$ cat src/rtl/mips_pkg.sv
// Shared definitions for the MIPS front end: fetch FSM states and
// instruction field positions.
package mips_pkg;

    localparam int INST_W     = 32;
    localparam int OPCODE_MSB = 31;
    localparam int OPCODE_LSB = 26;

    localparam logic [INST_W-1:0] NOP = 32'h0000_0000;

    typedef enum logic [1:0] {
        FETCH = 2'd0,
        WAIT  = 2'd1,
        DRAIN = 2'd2
    } fetchState_e;

endpackage

$ cat src/rtl/instr_fetch_buffer.sv
// instr_buffer: DEPTH-entry FIFO of {instruction, pc} pairs sitting between
// instruction memory and decode. Head entry is presented combinationally.
module instr_buffer
    import mips_pkg::*;
#(
    parameter  int DEPTH = 2,
    localparam int PTR_W = $clog2(DEPTH),
    localparam int CNT_W = PTR_W + 1
) (
    input  logic              clk,
    input  logic              rst_n,
    input  logic              flush,
    input  logic              push,
    input  logic [INST_W-1:0] pushInst,
    input  logic [31:0]       pushPc,
    input  logic              pop,
    output logic              headValid,
    output logic [INST_W-1:0] headInst,
    output logic [31:0]       headPc,
    output logic [CNT_W-1:0]  count
);

    logic [INST_W-1:0] instMem [DEPTH];
    logic [31:0]       pcMem   [DEPTH];
    logic [PTR_W-1:0]  wrPtr;
    logic [PTR_W-1:0]  rdPtr;

    // Entry storage; contents are only meaningful while counted as occupied
    always_ff @(posedge clk) begin
        if (push) begin
            instMem[wrPtr] <= pushInst;
            pcMem[wrPtr]   <= pushPc;
        end
    end

    // Pointers wrap naturally because DEPTH is a power of two
    always_ff @(posedge clk or negedge rst_n) begin
        if (!rst_n) begin
            wrPtr <= '0;
            rdPtr <= '0;
            count <= '0;
        end else if (flush) begin
            wrPtr <= '0;
            rdPtr <= '0;
            count <= '0;
        end else begin
            if (push) wrPtr <= wrPtr + 1'b1;
            if (pop)  rdPtr <= rdPtr + 1'b1;
            case ({push, pop})
                2'b10:   count <= count + 1'b1;
                2'b01:   count <= count - 1'b1;
                default: ;
            endcase
        end
    end

    assign headValid = (count != '0);
    assign headInst  = instMem[rdPtr];
    assign headPc    = pcMem[rdPtr];

endmodule

$ cat src/rtl/instr_fetch.sv
// instr_fetch: owns the PC, issues one-at-a-time word reads to instruction
// memory and feeds returned words through instr_buffer to decode.
// Redirects from execute flush the buffer and retarget the PC; a request
// already in flight is drained (DRAIN) and its data discarded.
module instr_fetch
    import mips_pkg::*;
#(
    parameter logic [31:0] RESET_PC = 32'h0000_0000,
    parameter int          DEPTH    = 2
) (
    input  logic              clk,
    input  logic              rst_n,
    output logic              imem_req,
    output logic [31:0]       imem_addr,
    input  logic              imem_rvalid,
    input  logic [INST_W-1:0] imem_rdata,
    input  logic              redirect_valid,
    input  logic [31:0]       redirect_pc,
    output logic              if_valid,
    input  logic              if_ready,
    output logic [INST_W-1:0] if_inst,
    output logic [5:0]        if_opcode,
    output logic [31:0]       if_pc,
    output logic [31:0]       if_pc_plus4
);

    localparam int CNT_W = $clog2(DEPTH) + 1;

    fetchState_e       state;
    fetchState_e       stateNext;
    logic [31:0]       pc;
    logic [31:0]       reqAddr;
    logic [31:0]       redirectTarget;
    logic [CNT_W-1:0]  count;
    logic              outstanding;
    logic              room;
    logic              roomAfterPush;
    logic              issue;
    logic              push;
    logic              pop;
    logic              headValid;
    logic [INST_W-1:0] headInst;
    logic [31:0]       headPc;

    // Every non-FETCH state has exactly one request in flight
    assign outstanding    = (state != FETCH);
    assign pop            = headValid & if_ready;
    assign redirectTarget = redirect_pc & 32'hFFFF_FFFC;
    assign room           = (int'(count) + int'(outstanding)) < DEPTH;
    assign roomAfterPush  = (int'(count) + 1 - int'(pop)) < DEPTH;

    // State register
    always_ff @(posedge clk or negedge rst_n) begin
        if (!rst_n) state <= FETCH;
        else        state <= stateNext;
    end

    // Next-state logic; redirect overrides everything except draining a stale request
    always_comb begin
        stateNext = state;
        case (state)
            FETCH: if (issue) stateNext = WAIT;
            WAIT: begin
                if (redirect_valid)              stateNext = imem_rvalid ? FETCH : DRAIN;
                else if (imem_rvalid && !issue)  stateNext = FETCH;
            end
            DRAIN: if (imem_rvalid) stateNext = FETCH;
            default: stateNext = FETCH;
        endcase
    end

    // Output logic: request issue and buffer push
    always_comb begin
        issue = 1'b0;
        push  = 1'b0;
        if (rst_n && !redirect_valid) begin
            case (state)
                FETCH: issue = room;
                WAIT: begin
                    if (imem_rvalid) begin
                        push  = 1'b1;
                        issue = roomAfterPush;
                    end
                end
                default: ;
            endcase
        end
    end

    // PC and address of the request in flight
    always_ff @(posedge clk or negedge rst_n) begin
        if (!rst_n) begin
            pc      <= {RESET_PC[31:2], 2'b00};
            reqAddr <= '0;
        end else if (redirect_valid) begin
            pc <= redirectTarget;
        end else if (issue) begin
            pc      <= pc + 32'd4;
            reqAddr <= pc;
        end
    end

    instr_buffer #(.DEPTH(DEPTH)) u_buffer (
        .clk       (clk),
        .rst_n     (rst_n),
        .flush     (redirect_valid),
        .push      (push),
        .pushInst  (imem_rdata),
        .pushPc    (reqAddr),
        .pop       (pop),
        .headValid (headValid),
        .headInst  (headInst),
        .headPc    (headPc),
        .count     (count)
    );

    assign imem_req    = issue;
    assign imem_addr   = pc;
    assign if_valid    = headValid;
    assign if_inst     = headValid ? headInst : NOP;
    assign if_pc       = headValid ? headPc : 32'h0000_0000;
    assign if_opcode   = if_inst[OPCODE_MSB:OPCODE_LSB];
    assign if_pc_plus4 = if_pc + 32'd4;

endmodule

$ cat config.mk
export PLATFORM = sky130hd
export DESIGN_NAME = instr_fetch
export DESIGN_NICKNAME = d
export VERILOG_FILES = /design/src/rtl/mips_pkg.sv /design/src/rtl/instr_fetch_buffer.sv /design/src/rtl/instr_fetch.sv
export SDC_FILE = /design/constraint.sdc
export NUM_CORES = 1
export LEC_CHECK = 0
export CAP_MARGIN = 20
export CORE_ASPECT_RATIO = 1.1
export CORE_MARGIN = 2
export CORE_UTILIZATION = 40
export DETAILED_ROUTE_END_ITERATION = 8
export GPL_TIMING_DRIVEN = 1
export PLACE_DENSITY = 0.74
export SYNTH_ARGS = -nofsm -noshare
export SYNTH_HDL_FRONTEND = slang
export SYNTH_SLANG_ARGS = --single-unit
$ cat constraint.sdc
create_clock -name clk -period 5.7 [get_ports clk]
set_input_delay 1.14 -clock clk [delete_from_list [all_inputs] [get_ports clk]]
set_output_delay 1.14 -clock clk [all_outputs]
set_load 0.02 [all_outputs]
After elaboration in Yosys (flattened, before gate mapping)
Memories as Yosys holds them, arrays and structs flattened. Cells that the tools add are included.

Output and inout bits: 136. Memories kept: 2. Input bits: 69. Memory bits (writable): 128. Register bits: 70.

$add $sub $neg: 9. Reduce and logical (&&, ||, !) cells: 13. Bitwise gates (word level): 2. Multiplexer cells: 24. Equality and inequality tests: 7. Order comparisons: 2.

Memories: u_buffer.instMem (depth 2, width 32, read ports 1, clocked after memory_dff 0, write ports 1, RTL line instr_fetch_buffer.sv:23) `logic [INST_W-1:0] instMem [DEPTH];`; u_buffer.pcMem (depth 2, width 32, read ports 1, clocked after memory_dff 0, write ports 1, RTL line instr_fetch_buffer.sv:24) `logic [31:0] pcMem [DEPTH];`.

Operators by type and width (number): $mux 32 (4); $add 32x3->32 const B (2); $mux 2 (6); $mux 1 (11); $reduce_bool 2->1 (5); $pmux 2 s3 (1); $eq 2x1->1 const B (2); $eq 2x2->1 const B (2); $lt 4x3->1 const B (1); $ne 2x2->1 const B (2); $pmux 2 s2 (1); $sub 3x1->4 (1); $add 2x1->3 (1); $add 2x1->3 const B (1); $lt 3x2->1 const B (1); $ne 3x3->1 const B (1); $reduce_and 3->1 (1); $reduce_bool 3->1 (1); $add 1x1->1 const B (2); $add 2x1->2 const B (1); $logic_and 1x1->1 (2); $logic_not 1->1 (2); $logic_not 2->1 (1); $pmux 1 s2 (1); 4 further kinds (4).

Longest topological paths before layout
Gate-level depths: netlist of the first run.

Depth after elaboration: 12. Gate-level depth with buffers: 13.

Cells and area by module
Synthesis of the first run repeated with hierarchy kept, for this count alone.

Cell total of the unflattened synthesis: 753. Area, all modules: 9256.4 um^2.

By module, submodules not included: instr_buffer (cells each 219, area an instance 5031.1 um^2, sequential area each 3943.8 um^2, instances 1); instr_fetch (cells each 534, area an instance 4225.3 um^2, sequential area each 1551.5 um^2, instances 1).

Worst setup path before layout of the first run
OpenSTA, ideal clock, no wires.

Path type: input port to flip-flop. Start point: input port rst_n. End point: memory u_buffer.instMem[0][0] (enable). Slack: 1.059 ns. Data arrival time: 4.159 ns. Stages on the path: 3. Buffers on the path: 0. Cells stage by stage: nor2b_1 -> nand3_1 -> nor2_1.

Word-level cells in the longest chain between the ends: 4.

Ends and longest elaborated chain: start: declaration (RTL line instr_fetch.sv:12) `input logic rst_n,`; $logic_and 1x1->1 (RTL line instr_fetch.sv:76) `if (rst_n && !redirect_valid) begin`; $mux 1 (RTL line instr_fetch.sv:76); $mux 1 (RTL line instr_fetch_buffer.sv:30) `if (push) begin`; $mux 1 (implied by the code) (RTL line instr_fetch_buffer.sv:31) `instMem[wrPtr] <= pushInst;`; end: declaration (RTL line instr_fetch_buffer.sv:23).

Every way passes these cells.

Worst setup path after layout of the first run
Start point: register u_buffer.rdPtr. End point: output port if_pc_plus4[14].

Word-level cells in the longest chain between the ends: 3.

Ends and longest elaborated chain: start: declaration (RTL line instr_fetch_buffer.sv:26) `logic [PTR_W-1:0] rdPtr;`; start signal: assignment (RTL line instr_fetch_buffer.sv:48) `if (pop) rdPtr <= rdPtr + 1'b1;`; $mem_v2 2x32; $mux 32 (RTL line instr_fetch.sv:121) `assign if_pc = headValid ? headPc : 32'h0000_0000;`; $add 32x3->32 (RTL line instr_fetch.sv:123) `assign if_pc_plus4 = if_pc + 32'd4;`; end: declaration (RTL line instr_fetch.sv:24) `output logic [31:0] if_pc_plus4`.

Every way passes these cells.

==> metrics.yaml, run 1 <==
async_flop_share: 0.347
initial_utilization: 0.404
crit_required_ns: 4.56
h-tree-depth: 4
vdd_drop_max_uv: 209
setup_viol: 0
grt_start_max_net_pins: 77
post_cts_resized: 0
place.gp.congestion: 0.809
core_mm2: 0.0220
slowest_stage: "clkdlybuf4s50_1"
numCtsBuffers: 17
clk_path_buf_depth: 2
core.rowCount: 57
dpl.hpwl_um: 15000
cts_tree: "yes"
cts-root-buf: "clkbuf_16"
route.detailed.wl_per_inst_um: 16.9
ys_types: 63
clock_sinks: 190
n_antenna_cell: 0
io-pin-count: 205
critical_path_arrival_ns: 3.88
portBuffers: 196
drive_gt1_frac: 0.0884
stdcell_count: 1234
via_per_inst: 5.15
drc: 0
grt_pass1_wl_um: 33200
clk_latency_ns: 0.42
dieArea_mm2: 0.0234
fmax_ghz: 0.199
rsz0062_at_grt: "false"
leakage_nw: 4.18
critical_path_class: "flip-flop to output port"
vias: 6350
crit_chain: "mux2i_1, or2_2, inv_1, ha_1, o21ai_0, nor4_1, nand2_1, buf_4, nor4_2, xor2_1, clkdlybuf4s50_1"
synth.avg_cell_area_um2: 12.0
synthXorXnorAreaFrac: 0.0296
maxCapViolations: 0
seq_area_frac_synth: 0.605
setup_ws_ns: 0.684
synth_compound_area_frac: 0.0654
drt_iter0_markers: 319
tightest_slew_ns: 0.879
postCtsSetupRepairBufs: 0
place_inst: 1202
hold_buffers: 0
synth_area_mm2: 0.00888
antenna_left: 0
finalCritPeriodShare: 0.880
critPathMaxStageDelay_ns: 0.68
power.density_mw_per_mm2: 272
grt-ovfl-total: 0
multi_input_area_mm2: 0.00317
worstSetupEndpointType: "output port"
synth_top_family_by_area: "simple AND/OR/NAND/NOR gates"
drv_slew: 0
fp.dieW_um: 146
relSlewSlack: 0.414
hold_class: "flip-flop to flip-flop"
netlist_instances: 741
fin_worst_hold_slack_ns: 0.471
clkTransAtPathRegs_ns: 0.06
grt_usage: 0.180
drt-total-wl_um: 20900
yosys_register_bits: 190
fillers: 1990
fin_nets: 997
cp_max_fo: 18
mostFrequentLayoutCells: "195 x clkdlybuf4s50_1, 124 x edfxtp_1, 113 x nand2_1, 73 x nor2_1, 65 x dfrtp_1"
grt_pass1_vias: 6078
pre_cts_ws_ns: 1.07
status: "complete, no violations"
firstDrtPassIters: 6
tns_ns: 0
fin_util: 0.531
synth_warnings: 0
period_minus_slack_ns: 5.02
antenna_found_initial: 0
ff_latch_area_mm2: 0.00538
area_growth_pct: 31.3
synth_adder_area_share: 0.00282
synth_simple_gate_area_frac: 0.180
synth_edf_count: 124
cp-start-kind: "flip-flop"
die_h_um: 160
skew_ns: 0.00771
mostFrequentLayoutCell: "clkdlybuf4s50_1"
hold_viol_final: 0
synth_top_flop_cell: "edfxtp_1"
synth_mux_area_frac: 0.0745
cell usage after synthesis (9+ instances only):
cell type,count,area (µm²)
nor4_2,9,113
buf_4,12,90.1
clkbuf_1,10,37.5
edfxtp_1,124,3720
buf_2,15,75.1
nor3_1,23,115
mux2i_1,60,601
inv_1,15,56.3
nand4_1,14,87.6
nand3_1,24,120
dfrtp_1,66,1650
nor2_1,75,282
xor2_1,21,184
nand2_1,114,428
o311ai_0,10,87.6
a221o_1,11,110
o21ai_0,23,115
xnor2_1,9,78.8
power by group:
part / switching (mW) / internal, mW / leakage, nW / total (mW)
clock: 0.494 / 0.752 / 0.299 / 1.25
combinational: 0.151 / 0.137 / 1.94 / 0.288
sequential: 0.0811 / 1.56 / 1.94 / 1.64
total: 0.726 / 2.45 / 4.18 / 3.17
cell type report:
class                           instances  share of cell area
Sequential cell                       190               0.461
Multi-Input combinational cell        492               0.272
Timing Repair Buffer                  209               0.176
Clock buffer                           21              0.0386
Tap cell                              295              0.0316
Clock inverter                         11              0.0153
Inverter                               16             0.00515
through the flow:
step / total power, mW / area (µm²)
2_1_floorplan: 1.79 / 8900
3_3_place_gp: 1.95 / 11000
3_5_place_dp: 1.96 / 11000
4_1_cts: 3.21 / 11700
5_1_grt: 3.30 / 11700
6_report: 3.17 / 11700
kinds of logic (layout without fill, tap and decap cells):
| logic type | Yosys count | in the layout |
|---|---|---|
| adders and majority gates | 2 | 2 |
| DFF | 190 | 190 |
| muxes | 65 | 65 |
| and+or+nand+nor | 311 | 311 |
| AOI/OAI and AO/OA | 78 | 78 |
| other | 1 | 6 |
| xor gates and xnor gates | 30 | 30 |
| buffers and inverters | 64 | 257 |
worst max-delay path, delay by kind of cell, from the launching register on:
| kind | cells | cell delay (ns) |
|---|---|---|
| adder cells (fa/ha/maj) | 1 | 0.26 |
| AO/OA/AOI/OAI | 1 | 0.13 |
| AND/OR/NAND/NOR | 4 | 0.94 |
| XOR/XNOR | 1 | 0.29 |
| multiplexers | 1 | 0.24 |
| flip-flops | 1 | 0.61 |
| buffers and inverters | 3 | 0.98 |
state kept, by name, summed over array words and instances, names as in the netlist:
| register | cells |
|---|---|
| u_buffer.pcMem | 60 |
| u_buffer.rdPtr | 1 |
| u_buffer.instMem | 64 |
| u_buffer.count | 2 |
| state | 2 |
| imem_addr | 30 |
| u_buffer.wrPtr | 1 |
| reqAddr | 30 |
per-layer routing:
layer  up-vias  wire length [µm]  GRT usage  part of all wire
met5         -                 0          0                 0
met4         0               243     0.0477             0.012
met3        14              1460     0.0346             0.070
met2       245              9890      0.293              0.47
met1      3040              9280      0.248              0.44
li1       3051                 -          -                 -
final timing paths:
path	endpoint	cells past startpoint	slack, ns	startpoint
max	if_pc_plus4[14]	11	0.68	u_buffer.rdPtr$_DFFE_PN0P_
min	u_buffer.pcMem[0][30]$_DFFE_PP_	0	0.47	reqAddr[30]$_DFFE_PN0P_
max reg2reg	imem_addr[30]$_DFFE_PN0P_	6	3.12	imem_addr[2]$_DFFE_PN0P_
min reg2reg	u_buffer.pcMem[0][30]$_DFFE_PP_	0	0.47	reqAddr[30]$_DFFE_PN0P_
max in group asynchronous	u_buffer.rdPtr$_DFFE_PN0P_	2	4.10	rst_n
min in group asynchronous	imem_addr[28]$_DFFE_PN0P_	2	0.93	rst_n
Note: power is estimated with default switching activity, not from simulation.
==> run 2, diff against run 1 <==
--- a/config.mk
+++ b/config.mk
@@ -9,6 +9,7 @@
 export CORE_ASPECT_RATIO = 1.1
 export CORE_MARGIN = 2
 export CORE_UTILIZATION = 40
+export CTS_CLUSTER_SIZE = 28
 export DETAILED_ROUTE_END_ITERATION = 8
 export GPL_TIMING_DRIVEN = 1
 export PLACE_DENSITY = 0.74
==> results of run 2 <==
The final DEF is identical to that of run 1; final timing and power are the same.
==> run 3, diff against run 2 <==
==> constraint.sdc (replaced) <==
create_clock -name clk -period 5.7 [get_ports clk]
set_input_delay 1.425 -clock clk [delete_from_list [all_inputs] [get_ports clk]]
set_output_delay 1.425 -clock clk [all_outputs]
set_load 0.02 [all_outputs]
==> run 3 against run 2 <==
Cell count barely moved. Maximum frequency fell by 2.9%. Setup slack got worse by 0.15 ns. Sequential cell count stayed put. Die area unchanged. Core utilization down 0.41 points. Wire length decreased by 0.68%.
==> metrics.yaml, run 3 (synthesis results as in run 1) <==
pre_cts_ws_ns: 0.934  # -0.138 ns
fmax_ghz: 0.194  # -2.9%
numCtsBuffers: 17  # unchanged
clkTransAtPathRegs_ns: 0.06  # about the same
clock_sinks: 190  # unchanged
cp_max_fo: 14  # -4
critical_path_class: "flip-flop to output port"
reg_top3: "u_buffer.instMem (64), u_buffer.pcMem (60)"
cp-start-kind: "flip-flop"
antenna_left: 0  # unchanged
drive_gt1_frac: 0.0864  # -0.00204
rsz0062_at_grt: "false"
fin_nets: 996  # -0.10%
grt-ovfl-total: 0  # unchanged
h-tree-depth: 4  # unchanged
grt_pass1_vias: 6150  # +1.2%
post_dp_cell_area_mm2: 0.0110  # about the same
finalCritPeriodShare: 0.906  # +0.0264
final_area_mm2: 0.0116  # -0.77%
postCtsSetupRepairBufs: 0  # unchanged
n_antenna_cell: 0  # unchanged
maxCapViolations: 0  # unchanged
dieArea_mm2: 0.0234  # unchanged
relSlewSlack: 0.439  # +0.0250
place.gp.congestion: 0.826  # +2.1%
largest_register_ffs: 64  # unchanged
drt_iter0_markers: 327  # +2.5%
r2r_cells: 6  # unchanged
r2r_slack_ns: 3.15  # +0.03 ns
fillers: 1985  # -0.25%
hold_class: "flip-flop to flip-flop"
cts-root-buf: "clkbuf_16"
worstSetupEndpointType: "output port"
via_per_inst: 5.07  # -1.4%
drc: 0  # unchanged
cts_tree: "yes"
area_growth_pct: 30.3
critical_path_arrival_ns: 3.74  # -0.14 ns
hold_buffers: 0  # unchanged
hp-start: "reqAddr[15]$_DFFE_PN0P_"
grt_usage: 0.181  # +0.000711
drt-total-wl_um: 20700  # -0.68%
setup_viol: 0  # unchanged
mostFrequentLayoutCells: "195 x clkdlybuf4s50_1, 124 x edfxtp_1, 113 x nand2_1, 73 x nor2_1, 65 x dfrtp_1"
setup_ws_ns: 0.534  # -0.150 ns
post_cts_resized: 0  # unchanged
hold_viol_final: 0  # unchanged
die_h_um: 160  # unchanged
route.detailed.wl_per_inst_um: 16.8  # -0.60%
vdd_drop_max_uv: 194  # -7.0%
holdPathEnd: "u_buffer.pcMem[1][15]$_DFFE_PP_"
power.density_mw_per_mm2: 261  # -3.9%
status: "complete, no violations"
period_minus_slack_ns: 5.17  # +0.150 ns
rr_startpoint: "imem_addr[2]$_DFFE_PN0P_"
leakage_nw: 4.13  # -1.2%
hold_depth: 0  # unchanged
tns_ns: 0  # unchanged
grt_pass1_wl_um: 33100  # -0.29%
core_mm2: 0.0220  # unchanged
top_register: "u_buffer.instMem"
initial_utilization: 0.404  # unchanged
grt_start_max_net_pins: 67  # -13%
skew_ns: 0.00796  # +0.000247 ns
dpl.hpwl_um: 14600  # -2.8%
fin_util: 0.527  # -0.00410
firstDrtPassIters: 6  # unchanged
r2r_end: "imem_addr[30]$_DFFE_PN0P_"
mostFrequentLayoutCell: "clkdlybuf4s50_1"
drv_slew: 0  # unchanged
clk_latency_ns: 0.42  # about the same
fp.dieW_um: 146  # unchanged
portBuffers: 196  # unchanged
clk_path_buf_depth: 2  # unchanged
vias: 6253  # -1.5%
tightest_slew_ns: 0.841  # -0.0375 ns
core.rowCount: 57  # unchanged
crit_required_ns: 4.28  # -0.28 ns
io-pin-count: 205  # unchanged
antenna_found_initial: 0  # unchanged
[run 3: worst max path at each step]
stage | start | end | slack [ns]
4_1_cts | u_buffer.rdPtr$_DFFE_PN0P_ | if_pc_plus4[28] | 0.47
2_1_floorplan | rst_n | u_buffer.instMem[0][0]$_DFFE_PP_ | 0.77
3_5_place_dp | u_buffer.rdPtr$_DFFE_PN0P_ | if_pc_plus4[14] | 0.93
6_report | u_buffer.rdPtr$_DFFE_PN0P_ | if_pc_plus4[14] | 0.53
3_3_place_gp | u_buffer.rdPtr$_DFFE_PN0P_ | if_pc_plus4[28] | 0.96
5_1_grt | u_buffer.rdPtr$_DFFE_PN0P_ | if_pc_plus4[30] | 0.25
[run 3: per-stage QoR]
stage / std cells / power [mW] / hold WS [ns]
3_5_place_dp: 1201 / 1.95 / 0.458
5_1_grt: 1233 / 3.16 / 0.489
2_1_floorplan: 746 / 1.79 / 0.442
4_1_cts: 1233 / 3.06 / 0.474
3_3_place_gp: 1201 / 1.95 / 0.450
6_report: 1233 / 3.03 / 0.473
[run 3: critical path, cell delays in order (launching register included)]
cell             delay (ns)
dfrtp_4                0.59
mux2i_1                0.25
or2_2                  0.34
inv_1                  0.08
ha_1                   0.25
o21ai_0                0.12
nor4_1                 0.23
nand2_1                0.09
buf_4                  0.22
nor4_2                 0.25
xor2_1                 0.22
clkdlybuf4s50_1        0.67
[run 3: routing by layer]
metal / global-route usage / vias up / wire length, µm
met5: 0 / - / 0
met3: 0.0454 / 19 / 1310
li1: - / 3043 / -
met1: 0.250 / 2977 / 9470
met2: 0.283 / 214 / 9640
met4: 0.0525 / 0 / 301
[run 3: area by class of cell]
class / instances / area (µm²) / share of cell area
Tap cell: 295 / 369 / 0.0319
Inverter: 16 / 60.1 / 0.00519
Multi-Input combinational cell: 492 / 3170 / 0.274
Sequential cell: 190 / 5380 / 0.465
Clock inverter: 13 / 114 / 0.00984
Timing Repair Buffer: 208 / 2050 / 0.177
Clock buffer: 19 / 433 / 0.0374
[run 3: power by group]
part | total, mW | internal (mW) | switching [mW]
registers | 1.64 | 1.56 | 0.0809
logic | 0.287 | 0.137 | 0.150
clock network | 1.10 | 0.602 | 0.497
